## src/rtl/defines.vh

```
// Shared widths for the register-file writeback path.
//   HART_NUM   - number of hardware threads
//   HART_ID_W  - width of a hart identifier
//   REG_ADDR_W - width of an architectural register address
//   XLEN       - register data width
`ifndef DEFINES_VH
`define DEFINES_VH
`define HART_NUM   2
`define HART_ID_W  1
`define REG_ADDR_W 5
`define XLEN       32
`endif

```

## src/rtl/wb_arbiter_pkg.sv

```systemverilog
// Types shared by the writeback arbiter and its LSU result queue.
//   wb_entry_t : one pending register write {hart_id, rd, wdata}
//   wb_sel_e   : which source wins the writeback port in a cycle
`include "defines.vh"

package wb_arbiter_pkg;

   typedef struct packed {
      logic [`HART_ID_W-1:0]  hart_id;
      logic [`REG_ADDR_W-1:0] rd;
      logic [`XLEN-1:0]       wdata;
   } wb_entry_t;

   typedef enum logic [1:0] {
      SEL_NONE = 2'd0,
      SEL_ALU  = 2'd1,
      SEL_LSU  = 2'd2
   } wb_sel_e;

   localparam int unsigned NUM_REGS = 2 ** `REG_ADDR_W;

   // x0 is hardwired zero, so a result targeting it is consumed but never written.
   function automatic logic writes_reg(input wb_entry_t e);
      return e.rd != '0;
   endfunction

endpackage

```

## src/rtl/wb_fifo2.sv

```systemverilog
// Two-entry FIFO holding LSU results waiting for the writeback port.
// Ports:
//   clk, rst_n  - clock, synchronous active-low reset (empties the queue)
//   push        - write push_data (ignored when full or in reset)
//   push_data   - entry to enqueue
//   pop         - discard the head entry (ignored when empty or in reset)
//   head        - oldest entry, valid only while count != 0
//   count       - number of stored entries (0..2)
`include "defines.vh"

module wb_fifo2
   import wb_arbiter_pkg::*;
(
   input  logic      clk,
   input  logic      rst_n,
   input  logic      push,
   input  wb_entry_t push_data,
   input  logic      pop,
   output wb_entry_t head,
   output logic [1:0] count
);

   wb_entry_t  mem [2];
   logic       wr_ptr;
   logic       rd_ptr;
   logic [1:0] count_q;
   logic       do_push;
   logic       do_pop;

   assign do_push = rst_n && push && (count_q != 2'd2);
   assign do_pop  = rst_n && pop  && (count_q != 2'd0);

   // NOTE: sequential state uses non-blocking assignments so every register
   // samples the pre-edge values, independent of statement order.
   always_ff @(posedge clk) begin
      if (!rst_n) begin
         wr_ptr  <= 1'b0;
         rd_ptr  <= 1'b0;
         count_q <= 2'd0;
      end else begin
         if (do_push) wr_ptr <= ~wr_ptr;
         if (do_pop)  rd_ptr <= ~rd_ptr;
         case ({do_push, do_pop})
            2'b10:   count_q <= count_q + 2'd1;
            2'b01:   count_q <= count_q - 2'd1;
            default: count_q <= count_q;
         endcase
      end
   end

   // NOTE: storage is not reset; count == 0 already marks it as empty, and
   // leaving data unreset keeps it plain flops without a reset mux.
   always_ff @(posedge clk) begin
      if (do_push) mem[wr_ptr] <= push_data;
   end

   assign head  = mem[rd_ptr];
   assign count = count_q;

endmodule

```

## src/rtl/wb_arbiter.sv

```systemverilog
// Register-file writeback arbiter between a single-cycle ALU result and a
// queued LSU/long-latency result, plus a per-hart pending-register scoreboard.
// Ports:
//   clk, rst_n                       - clock, synchronous active-low reset
//   alu_valid/ready/hart_id/rd/wdata - ALU result handshake (ready low while
//                                      the LSU queue is being forced through)
//   lsu_valid/ready/hart_id/rd/wdata - LSU result handshake into a 2-deep queue
//   iss_en/hart_id/rd                - mark a register pending on long-latency issue
//   chk_hart_id/rs1/rs2, busy_rs1/2  - combinational pending lookup for hazards
//   w_en/w_hart_id/waddr/wdata       - registered register-file write port
`include "defines.vh"

module wb_arbiter
   import wb_arbiter_pkg::*;
#(
   parameter int STARVE_MAX = 3
) (
   input  logic                   clk,
   input  logic                   rst_n,
   input  logic                   alu_valid,
   output logic                   alu_ready,
   input  logic [`HART_ID_W-1:0]  alu_hart_id,
   input  logic [`REG_ADDR_W-1:0] alu_rd,
   input  logic [`XLEN-1:0]       alu_wdata,
   input  logic                   lsu_valid,
   output logic                   lsu_ready,
   input  logic [`HART_ID_W-1:0]  lsu_hart_id,
   input  logic [`REG_ADDR_W-1:0] lsu_rd,
   input  logic [`XLEN-1:0]       lsu_wdata,
   input  logic                   iss_en,
   input  logic [`HART_ID_W-1:0]  iss_hart_id,
   input  logic [`REG_ADDR_W-1:0] iss_rd,
   input  logic [`HART_ID_W-1:0]  chk_hart_id,
   input  logic [`REG_ADDR_W-1:0] chk_rs1,
   input  logic [`REG_ADDR_W-1:0] chk_rs2,
   output logic                   busy_rs1,
   output logic                   busy_rs2,
   output logic                   w_en,
   output logic [`HART_ID_W-1:0]  w_hart_id,
   output logic [`REG_ADDR_W-1:0] waddr,
   output logic [`XLEN-1:0]       wdata
);

   localparam int CNT_W = (STARVE_MAX < 1) ? 1 : $clog2(STARVE_MAX + 1);
   localparam logic [CNT_W-1:0] STARVE_LIM = CNT_W'(STARVE_MAX);

   wb_entry_t          alu_entry;
   wb_entry_t          lsu_entry;
   wb_entry_t          q_head;
   wb_entry_t          sel_entry;
   wb_sel_e            sel;
   logic [1:0]         q_count;
   logic               q_empty;
   logic               q_push;
   logic               q_pop;
   logic               force_lsu;
   logic [CNT_W-1:0]   starve_q;
   logic [NUM_REGS-1:0] pending     [`HART_NUM];
   logic [NUM_REGS-1:0] pending_nxt [`HART_NUM];

   assign alu_entry = '{hart_id: alu_hart_id, rd: alu_rd, wdata: alu_wdata};
   assign lsu_entry = '{hart_id: lsu_hart_id, rd: lsu_rd, wdata: lsu_wdata};

   // ---------------- LSU result queue ----------------
   assign q_empty   = (q_count == 2'd0);
   assign lsu_ready = rst_n && (q_count != 2'd2);
   assign q_push    = lsu_valid && lsu_ready;
   assign q_pop     = (sel == SEL_LSU);

   wb_fifo2 u_fifo (
      .clk       (clk),
      .rst_n     (rst_n),
      .push      (q_push),
      .push_data (lsu_entry),
      .pop       (q_pop),
      .head      (q_head),
      .count     (q_count)
   );

   // ---------------- arbitration ----------------
   // Once the queue head has lost STARVE_MAX cycles in a row, the ALU is
   // back-pressured for one cycle so the head is guaranteed to drain.
   assign force_lsu = (starve_q == STARVE_LIM);
   assign alu_ready = rst_n && !force_lsu;

   // NOTE: every combinational output gets a default first so no path
   // leaves it unassigned, which would otherwise infer a latch.
   always_comb begin
      sel = SEL_NONE;
      if (rst_n) begin
         if (force_lsu && !q_empty)      sel = SEL_LSU;
         else if (alu_valid && alu_ready) sel = SEL_ALU;
         else if (!q_empty)              sel = SEL_LSU;
      end
   end

   always_comb begin
      sel_entry = '0;
      case (sel)
         SEL_ALU: sel_entry = alu_entry;
         SEL_LSU: sel_entry = q_head;
         default: sel_entry = '0;
      endcase
   end

   always_ff @(posedge clk) begin
      if (!rst_n) begin
         starve_q <= '0;
      end else if (q_empty || q_pop) begin
         starve_q <= '0;
      end else if (starve_q != STARVE_LIM) begin
         starve_q <= starve_q + CNT_W'(1);
      end
   end

   // ---------------- registered write port ----------------
   always_ff @(posedge clk) begin
      if (!rst_n) begin
         w_en      <= 1'b0;
         w_hart_id <= '0;
         waddr     <= '0;
         wdata     <= '0;
      end else begin
         w_en      <= (sel != SEL_NONE) && writes_reg(sel_entry);
         w_hart_id <= sel_entry.hart_id;
         waddr     <= sel_entry.rd;
         wdata     <= sel_entry.wdata;
      end
   end

   // ---------------- pending-register scoreboard ----------------
   // The clear is applied before the set so an issue to the same register
   // in the cycle its previous result retires keeps it pending.
   always_comb begin
      pending_nxt = pending;
      if (q_pop && writes_reg(q_head))
         pending_nxt[q_head.hart_id][q_head.rd] = 1'b0;
      if (rst_n && iss_en && (iss_rd != '0))
         pending_nxt[iss_hart_id][iss_rd] = 1'b1;
      for (int h = 0; h < `HART_NUM; h++)
         pending_nxt[h][0] = 1'b0;
   end

   always_ff @(posedge clk) begin
      if (!rst_n) begin
         for (int h = 0; h < `HART_NUM; h++)
            pending[h] <= '0;
      end else begin
         pending <= pending_nxt;
      end
   end

   assign busy_rs1 = (chk_rs1 != '0) && pending[chk_hart_id][chk_rs1];
   assign busy_rs2 = (chk_rs2 != '0) && pending[chk_hart_id][chk_rs2];

endmodule

```

## config.mk

```make
export PLATFORM = sky130hd
export DESIGN_NAME = wb_arbiter
export DESIGN_NICKNAME = d
export VERILOG_FILES = /design/src/rtl/wb_arbiter_pkg.sv /design/src/rtl/wb_fifo2.sv /design/src/rtl/wb_arbiter.sv
export VERILOG_INCLUDE_DIRS = /design/src /design/src/rtl
export SDC_FILE = /design/constraint.sdc
export NUM_CORES = 1
export LEC_CHECK = 0
export BUFFER_PORTS_ARGS = -buffer_cell sky130_fd_sc_hd__buf_2
export CAP_MARGIN = 0
export CORE_MARGIN = 1.5
export CORE_UTILIZATION = 60
export DETAILED_ROUTE_END_ITERATION = 7
export PLACE_DENSITY = 0.85
export SKIP_CTS_REPAIR_TIMING = 1
export SLEW_MARGIN = 10
export SYNTH_ARGS = -nofsm -noshare
export SYNTH_HDL_FRONTEND = slang
export SYNTH_SLANG_ARGS = --single-unit
```

## constraint.sdc

```tcl
create_clock -name clk -period 7 [get_ports clk]
set_clock_uncertainty 0.2 [all_clocks]
set_input_delay 1.4 -clock clk [delete_from_list [all_inputs] [get_ports clk]]
set_output_delay 1.4 -clock clk [all_outputs]
set_load 0.005 [all_outputs]
```

* Word-level counts from Yosys, hierarchy flattened *
Memories as Yosys holds them, arrays and structs flattened. A register that Yosys moved wholly into a read port is not among the register bits.
Cells that the tools add are included.

storage, ports and cells
  memories kept = 1
  word-level logic and storage cells = 102
  RAM bits = 76
  bits in registers = 109
  bits of input ports = 98
  output and inout bits = 43

memories
  name        depth  width  rd ports  clocked after memory_dff  wr ports  line            RTL
  u_fifo.mem  2      38     1         1                         1         wb_fifo2.sv:23  wb_entry_t mem [2];

operators by class
  equal/unequal tests = 7
  reduce and logical (&&, ||, !) cells = 32
  bitwise gates (word level) = 9
  muxes and demuxes = 27
  magnitude comparators = 11
  $add $sub $neg = 3

operator list
  operator                                                    number
  two-way mux 32 bit                                          5
  two-way mux 64 bit                                          2
  case mux 38 bit (2 select lines)                            1
  bitwise AND 64 bit                                          1
  demux 32 bit (select 1 bit)                                 2
  inverter 64 bit                                             1
  bitwise OR 64 bit                                           1
  nonzero test 5 bit                                          5
  less-than comparator 5 x 6 -> 1 bit, second input constant  4
  logical AND 1 bit                                           19
  binary-select mux 1 bit (select 5 bit)                      2
  demux 1 bit (select 5 bit)                                  2
  >= comparator 5 x 1 -> 1 bit, second input constant         2
  two-way mux 1 bit                                           8
  two-way mux 2 bit                                           4
  == test 2 bit, second input constant                        3
  >= comparator 2 bit, second input constant                  3
  inverter 1 -> 2 bit                                         3
  nonzero test 2 bit                                          3
  adder 2 x 1 -> 2 bit, second input constant                 2
  == test 2 x 1 -> 1 bit, second input constant               2
  less-than comparator 2 x 1 -> 1 bit, second input constant  2
  != test 2 bit, second input constant                        2
  case mux 2 bit (2 select lines)                             1
  other kinds (6)                                             9

* Longest topological paths before layout *
Gate-level depths: netlist of the first run.

  depth after elaboration = 12
  depth in mapped cells = 13
  depth with buffers taken out = 12

* Modules after synthesis *
A second synthesis of the first run with hierarchy kept.

unflattened totals
  cell total of the unflattened synthesis = 702
  area, all modules = 8140.3 µm²

by module, submodules not included
  module      instances  cells an instance  area each (µm²)  seq. area each (µm²)
  wb_arbiter  1          557                5182.5           2062.0
  wb_fifo2    1          145                2957.8           2382.3

* Least setup slack after synthesis of the first run *
No wires, ideal clock.

  path kind = in2out
  from = input port chk_rs2[2]
  to = output port busy_rs2
  stages = 5
  arrival time = 2752 ps
  path slack = 2648 ps
  cells stage by stage = buf_1 mux4_2 mux4_2 mux2i_1 a22oi_1

on the way
  longest elaborated chain between the ends = 3
  elaborated cells between the ends (all ways) = 4

RTL lines
  what                                     line               RTL
  start, declared                          wb_arbiter.sv:35   input logic [`REG_ADDR_W-1:0] chk_rs2,
  binary-select mux 1 bit (select 5 bit)   wb_arbiter.sv:154  assign busy_rs2 = (chk_rs2 != '0) && pending[chk_hart_id][chk_rs2];
  two-way mux 1 bit (implied by the code)  wb_arbiter.sv:154
  logical AND 1 bit (*)                    wb_arbiter.sv:154
  end, declared                            wb_arbiter.sv:37   output logic busy_rs2,

Every way passes the cells marked *; elsewhere a longest branch is shown, timed or not. The select of a mux whose other input is x is not followed.

* Worst setup path after layout of the first run *
  from = input port chk_hart_id
  to = output port busy_rs2

on the way
  longest elaborated chain between the ends = 7

RTL lines
  what                                                   line               RTL
  start, declared                                        wb_arbiter.sv:33   input logic [`HART_ID_W-1:0] chk_hart_id,
  inverter 1 -> 2 bit (implied by the code)              wb_arbiter.sv:154
  two-way mux 32 bit (implied by the code) (3 in a row)  wb_arbiter.sv:154
  binary-select mux 1 bit (select 5 bit)                 wb_arbiter.sv:154
  two-way mux 1 bit (implied by the code)                wb_arbiter.sv:154
  logical AND 1 bit                                      wb_arbiter.sv:154

Every way passes these cells. The select of a mux whose other input is x is not followed.

==> results_dict.tcl, run 1 <==
set metrics [dict create \
    drt_iter0_drc 685 \
    worstPathArrival_ps 3530 \
    status "complete, no violations" \
    hp-class "register to register" \
    clockBufferDepth 2 \
    rrSetupSlack_ps 3510 \
    drtAntennaViolNets 0 \
    drv_slew 0 \
    r2r-start "starve_q[0]" \
    area.growth.synth_to_final_pct 16.7 \
    port-buffer-count 140 \
    synth-adder-area-share_pct 0.779 \
    first_pass_iters 6 \
    yosys_warnings 0 \
    synth_cells 670 \
    synthArstFlopShare_pct 0 \
    min_from "pending[12]" \
    yosys-top-cells-area "edfxtp_1 28%, dfxtp_1 27%, mux4_2 8.7%" \
    rsz0062_at_grt "false" \
    cts.sinks 184 \
    dpl.cell_count 947 \
    antenna_found_initial 0 \
    worst-r2r-cell-count 12 \
    synth_largest_area_cell "edfxtp_1" \
    antennaDiodeCount 0 \
    peakVddDrop_v 0.000170 \
    yosys.cell_count.top_type "dfxtp_1" \
    cp.required_ps 5400 \
    final-setup-viol-count 0 \
    die_h_um 119 \
    wl_per_cell_um 20.7 \
    tightest_slew_ps 1170 \
    syn_avg_cell_area_sq_um 12.0 \
    synthFlopType "dfxtp_1" \
    synth_top_area_share_pct 28.4 \
    finalSetupTns_ps 0 \
    start_kind "input pin" \
    cts_buffers 17 \
    drv_cap 0 \
    synth-xor-area-share_pct 0.546 \
    yosys.area_share.simple_pct 9.90 \
    end_kind "primary output" \
    p_leak_nw 3.40 \
    clk_latency_ps 420 \
    synth_area_sq_um 8030 \
    cts_tree "built" \
    grt_max_degree 52 \
    totalWireLength_mm 20.2 \
    fin_util_pct 71.3 \
    min_period_ps 5130 \
    avgViaCountPerCell 6.38 \
    instances_no_fill 978 \
    synth_common_cells "108 x dfxtp_1, 76 x edfxtp_1, 61 x nor2_1, 38 x o21ai_0" \
    synthMuxAreaShare_pct 16.4 \
    vias 6244 \
    cts_max_level 4 \
    drive_gt1_share_pct 31.0 \
    boundaryPins 141 \
    fin_crit_sh_pct 73.3 \
    clk_pin_slew_ps 60 \
    core-area_sq_um 13100 \
    rr_endpoint "u_fifo.count[1]" \
    fp-row-count 42 \
    synth_cell_type_count 49 \
    synth_top_family_by_area "multiplexers" \
    nets 893 \
    min_path_cells 2 \
    synth-edff-count 76 \
    grt_usage_pct 29.6 \
    hold_ws_ps 303 \
    clockRootBuffer "clkbuf_16" \
    critPathKind "input pin to primary output" \
    synth_seq_cells 184 \
    crit_fanout 31 \
    place_congestion 0.937 \
    grt_pass1_vias 6168 \
    p_total_mw 2.25 \
    drt_drc_violations_left 0 \
    syn-num-nets 773 \
    die-area_sq_um 14100 \
    die_x_um 119 \
    synth_seq_area_share_pct 55.4 \
    cellPowerDensity_nw_per_um2 241 \
    fmax_mhz 195 \
    hpwl_mm 14.4 \
    grt_pass1_wl_mm 32.1 \
    hold_viol_final 0 \
    start_util_pct 61.1 \
    synth_compound_area_share_pct 14.3 \
    max_slew_margin_pct 22.2 \
    holdPathEnd "pending[12]" \
    grt_overflow 0 \
]
-- cell families after synthesis --
logic type	count (synthesis)
compound gates	173
flops	184
xor+xnor	5
buf+inv	49
fa+ha+maj	5
mux	87
simple gates	167
-- sequential cells by signal, summed over array words and instances, names as in the netlist, named ones only --
signal and flops:
u_fifo.wr_ptr 1, wdata 32, pending 62, u_fifo.rd_ptr 1, u_fifo.count 2, w_en 1
w_hart_id 1, starve_q 2, waddr 5, u_fifo.mem 76
-- metal layers --
layer | vias up | share of wire [%] | routed length (um) | track usage, %
met5 | - | 0 | 0 | 0
met4 | 0 | 2.2 | 444 | 11.1
met3 | 46 | 10 | 2080 | 6.76
met2 | 391 | 49 | 9930 | 48.8
met1 | 3002 | 38 | 7770 | 38.4
li1 | 2805 | - | - | -
-- final cells by class --
type | count | area [sq um]
inverters | 6 | 22.5
clock buffers | 17 | 425
flip-flops and latches | 184 | 4450
well taps | 176 | 220
multi-input cells | 437 | 3370
clock inverters | 14 | 148
fillers | 897 | 3770
repair buffers | 144 | 731
-- through the flow --
stage | worst slack, ps | cell area [sq um]
after global routing | 1690 | 9370
after CTS | 1840 | 9370
after detailed placement | 1630 | 8790
after global placement | 1880 | 8790
after floorplan | 2650 | 8030
final | 1870 | 9370
-- cells in the final DEF, fill, tap and decap left out, types with 4 or more instances in the layout --
cell	count
a21oi_1	19
a22oi_1	37
a31oi_1	5
a32o_1	16
buf_2	140
buf_4	4
clkbuf_16	17
dfxtp_1	107
edfxtp_1	76
ha_1	5
inv_1	6
mux2_2	36
mux2i_1	17
mux4_2	31
nand2_1	37
nand2b_1	14
nand3_1	15
nor2_1	60
nor2b_1	4
nor3_1	11
nor3b_1	5
o211ai_1	23
o21ai_0	38
o21ai_1	23
-- power breakdown --
group          total (mW)  leakage, nW  switching [mW]  internal, mW
clock               0.931        0.277           0.404         0.527
combinational       0.169         1.56           0.102        0.0671
sequential           1.15         1.57          0.0111          1.14
-- worst max-delay path: stages --
cell,delay (ps)
buf_2,680
mux4_2,590
mux4_2,460
mux2i_1,170
a22oi_1,90
buf_2,140
-- worst max-delay path by stage --
stage                      from               to
detailed placement        rst_n  u_fifo.count[1]
CTS                 chk_hart_id         busy_rs2
global placement          rst_n  u_fifo.count[1]
finish              chk_hart_id         busy_rs2
floorplan            chk_rs2[2]         busy_rs2
global route        chk_hart_id         busy_rs2
No activity file was read; power rests on OpenSTA's default activity.
==> run 2: changes to the inputs <==
Settings changed: CORE_UTILIZATION 60 to 56, PLACE_DENSITY 0.85 to 0.8.
Clock period 7 ns to 5.2 ns, I/O delays scaled along.
==> run 2 against run 1 <==
Against the previous run:
- combinational power is 35% higher
- cell area about the same
- global-route usage down 1.5 points
- wire length hardly changed
- via count decreased by 1.8%
- first-iteration DRC count fell by 16%
- largest cell class unchanged
- highest routed layer unchanged
==> results_dict.tcl, run 2 (same netlist as run 1, synthesis figures left out) <==
set metrics [dict create \
    status "complete, no violations" \
    hpwl_mm 14.7 \
    multiInputGateArea_sq_um 3370 \
    drt_drc_violations_left 0 \
    end_kind "primary output" \
    first_pass_iters 5 \
    design_area_sq_um 9370 \
    rsz0062_at_grt "false" \
    start_kind "input pin" \
    grt_max_degree 51 \
    worst-r2r-cell-count 5 \
    core-area_sq_um 13900 \
    clk_pin_slew_ps 60 \
    drv_cap 0 \
    grt_overflow 0 \
    seqPwrFrac_pct 52.0 \
    switching_share_pct 23.5 \
    n_fill_cell 1043 \
    fmax_mhz 231 \
    hp-class "register to register" \
    max_slew_margin_pct 22.2 \
    boundaryPins 141 \
    peakVddDrop_v 0.000269 \
    grt_pass1_wl_mm 31.7 \
    clockRootBuffer "clkbuf_16" \
    antenna_found_initial 0 \
    p_sw_mw 0.701 \
    wl_per_cell_um 20.5 \
    clkPwrFrac_pct 40.4 \
    regMostFlops "u_fifo.mem" \
    avgViaCountPerCell 6.23 \
    crit_fanout 25 \
    die_x_um 123 \
    worstPathArrival_ps 3080 \
    area.growth.synth_to_final_pct 16.7 \
    min_period_ps 4320 \
    tightest_slew_ps 1170 \
    final-setup-viol-count 0 \
    min_path_cells 2 \
    clk_latency_ps 430 \
    fin_util_pct 67.2 \
    place_congestion 0.952 \
    placed_area_sq_um 8810 \
    fin_ws_ps 876 \
    fp-row-count 43 \
    pre_cts_ws_ps 866 \
    min_from "pending[36]" \
    port-buffer-count 140 \
    seq_area_sq_um 4450 \
    nets 895 \
    drive_gt1_share_pct 31.2 \
    cts_tree "built" \
    reg.largest.list "u_fifo.mem (76), pending (62), wdata (32)" \
    p_leak_nw 3.40 \
    vias 6134 \
    drtAntennaViolNets 0 \
    layout_common_cells "140 x buf_2, 107 x dfxtp_1, 76 x edfxtp_1, 60 x nor2_1, 38 x o21ai_0" \
    finalSetupTns_ps 0 \
    internal-power_mw 2.29 \
    clockBufferDepth 2 \
    cp.required_ps 3960 \
    drt_iter0_drc 578 \
    die-area_sq_um 15100 \
    hold_viol_final 0 \
    fin_crit_sh_pct 83.2 \
    grt_pass1_vias 6130 \
    cellPowerDensity_nw_per_um2 319 \
    cts_max_level 4 \
    die_h_um 123 \
    totalWireLength_mm 20.2 \
    largest_register_ffs 76 \
    cts.sinks 184 \
    p_comb_share_pct 7.6 \
    drv_slew 0 \
    start_util_pct 57.6 \
    mostFrequentLayoutCell "buf_2" \
    cts_buffers 17 \
    grt_usage_pct 28.1 \
    antennaDiodeCount 0 \
    critPathKind "input pin to primary output" \
    p_total_mw 2.99 \
    cp-startpoint "chk_hart_id" \
]
==> run 2: changes by cell type in the layout (fill, tap and decap cells not counted), sizes merged <==
| cell | before | now |
|---|---|---|
| clkbuf | 17 | 20 |
| inv | 10 | 11 |
| clkinv | 6 | 5 |
| buf | 144 | 146 |
| bufinv | 2 | 0 |
==> run 2: critical path, cell delays in order <==
cell     delay, ps
buf_2          560
buf_4          310
mux4_2         520
mux2i_1        160
a21oi_1         80
a21oi_1        170
a22oi_1        110
buf_2          140
==> run 2: final timing paths <==
kind                  to  slack, ps
max             busy_rs2        880
min          pending[36]        280
max reg2reg  pending[49]       2210
min reg2reg  pending[36]        280
==> run 2: layout make-up <==
cell class                      count  area share, %
Clock buffer                       20           4.99
Clock inverter                     12          0.948
Inverter                            6          0.240
Multi-Input combinational cell    437           36.0
Sequential cell                   184           47.4
Tap cell                          180           2.40
Timing Repair Buffer              146           7.96
==> run 2: layer usage <==
metal / vias to the layer above / track usage [%] / routed length, um
met5: - / 0 / 0
met2: 288 / 46.1 / 9910
met4: 0 / 11.4 / 428
met1: 3002 / 35.6 / 8170
li1: 2807 / - / -
met3: 37 / 7.25 / 1720
==> run 2: metrics by stage <==
stage                     std cells  hold slack [ps]
after floorplan                 670              241
after CTS                       985              276
after global placement          953              266
after global routing            985              337
after detailed placement        953              267
final                           985              278
==> run 2: power groups by stage <==
stage | Clock [mW] | Sequential, mW | Combinational, mW
after floorplan | 0 | 1.58 | 0.136
after global placement | 0 | 1.58 | 0.216
after detailed placement | 0 | 1.59 | 0.225
after CTS | 1.22 | 1.55 | 0.226
after global routing | 1.27 | 1.56 | 0.247
final | 1.21 | 1.55 | 0.228
==> run 3: changes to the inputs <==
Settings changed: CORE_UTILIZATION 56 to 51, PLACE_DENSITY 0.8 to 0.77.
Clock period 5.2 ns to 3.6 ns, I/O delays scaled along.
==> run 3 against run 2 <==
Against the previous run:
- global-route usage down 2.1 points
- total power up 46%
- die area up 9.6%
==> results_dict.tcl, run 3 (same netlist as run 1, synthesis figures left out) <==
set metrics [dict create \
    clk_pin_slew_ps 70 \
    p_leak_nw 3.45 \
    status "complete, no violations" \
    die-area_sq_um 16500 \
    use_met2_pct 41.7 \
    grt_use_met1_pct 33.2 \
    grt-busiest-layer "met2" \
    r2r-start "starve_q[0]" \
    worstPathArrival_ps 2440 \
    antennaDiodeCount 0 \
    area.growth.synth_to_final_pct 18.1 \
    end_kind "primary output" \
    max_slew_margin_pct 50.8 \
    hold_viol_final 0 \
    die_x_um 128 \
    nets 902 \
    drv_cap 0 \
    multiInputGateArea_sq_um 3370 \
    rsz0062_at_grt "false" \
    n_fill_cell 1179 \
    grt_pass1_vias 6167 \
    place_congestion 0.931 \
    cp-startpoint "chk_hart_id" \
    vias 6255 \
    regMostFlops "u_fifo.mem" \
    tightest_slew_ps 738 \
    fin_util_pct 62.1 \
    grt_usage_pct 26.0 \
    clockBufferDepth 2 \
    avgViaCountPerCell 6.11 \
    cellPowerDensity_nw_per_um2 460 \
    cts_buffers 17 \
    grtUsageMet3_pct 7.40 \
    fp-row-count 45 \
    fmax_mhz 298 \
    largest_register_ffs 76 \
    crit_fanout 26 \
    drt_iter0_drc 558 \
    final-setup-viol-count 0 \
    reg.largest.list "u_fifo.mem (76), pending (62), wdata (32)" \
    clk_latency_ps 430 \
    min_period_ps 3360 \
    drt_drc_violations_left 0 \
    fin_crit_sh_pct 93.4 \
    first_pass_iters 6 \
    wl_per_cell_um 20.6 \
    min_from "lsu_wdata[18]" \
    clockRootBuffer "clkbuf_16" \
    cp.required_ps 2680 \
    cts.sinks 184 \
    critPathKind "input pin to primary output" \
    antenna_found_initial 0 \
    seq_area_sq_um 4450 \
    core-area_sq_um 15300 \
    port-buffer-count 140 \
    grt_overflow 0 \
    peakVddDrop_v 0.000361 \
    grt_max_degree 51 \
    grt_pass1_wl_mm 32.5 \
    cts_tree "built" \
    finalSetupTns_ps 0 \
    drv_slew 0 \
    drive_gt1_share_pct 32.0 \
    totalWireLength_mm 21.1 \
    start_util_pct 52.6 \
    hpwl_mm 15.3 \
    hp-class "input pin to register" \
    start_kind "input pin" \
    die_h_um 128 \
    cts_max_level 4 \
    layout_common_cells "140 x buf_2, 107 x dfxtp_1, 76 x edfxtp_1, 60 x nor2_1, 38 x o21ai_0" \
    mostFrequentLayoutCell "buf_2" \
    drtAntennaViolNets 0 \
    boundaryPins 141 \
]
-- run 3: worst paths after layout --
check	cells past startpoint	slack, ps	endpoint
worst max-delay path	9	240	busy_rs2
worst min-delay path	1	270	u_fifo.mem[0][18]
worst max register to register	11	770	pending[57]
worst min register to register	2	290	pending[36]
-- run 3: area by class of cell --
type                            instances  share of cell area, %
Clock buffer                           17                   4.49
Tap cell                              211                   2.78
Clock inverter                         15                   1.49
Timing Repair Buffer                  153                   8.55
Sequential cell                       184                   46.9
Inverter                                6                  0.237
Multi-Input combinational cell        437                   35.6
-- run 3: critical path: stages --
cell     delay (ps)
buf_2           100
buf_12          210
buf_4           210
mux4_2          510
mux2i_1         200
a21oi_1          90
a21oi_1         150
a22oi_1         100
buf_2           140
-- run 3: metrics by stage --
stage | cell area (sq um) | hold WS [ps] | instances | total power [mW] | setup slack (ps)
floorplan | 8030 | 241 | 670 | 2.48 | 208
global placement | 8920 | 275 | 991 | 2.61 | 300
detailed placement | 8920 | 279 | 991 | 2.62 | 242
CTS | 9480 | 261 | 1023 | 4.38 | 223
global route | 9480 | 260 | 1023 | 4.50 | 115
finish | 9480 | 273 | 1023 | 4.37 | 239
-- run 3: power breakdown --
| group | internal (mW) | switching [mW] |
|---|---|---|
| clock | 0.967 | 0.817 |
| combinational | 0.137 | 0.202 |
| sequential | 2.22 | 0.0211 |
-- run 3: metal layers --
layer,vias up,part of all wire [%]
met5,-,0
met1,3022,39
li1,2820,-
met4,0,2.9
met2,363,47
met3,50,11
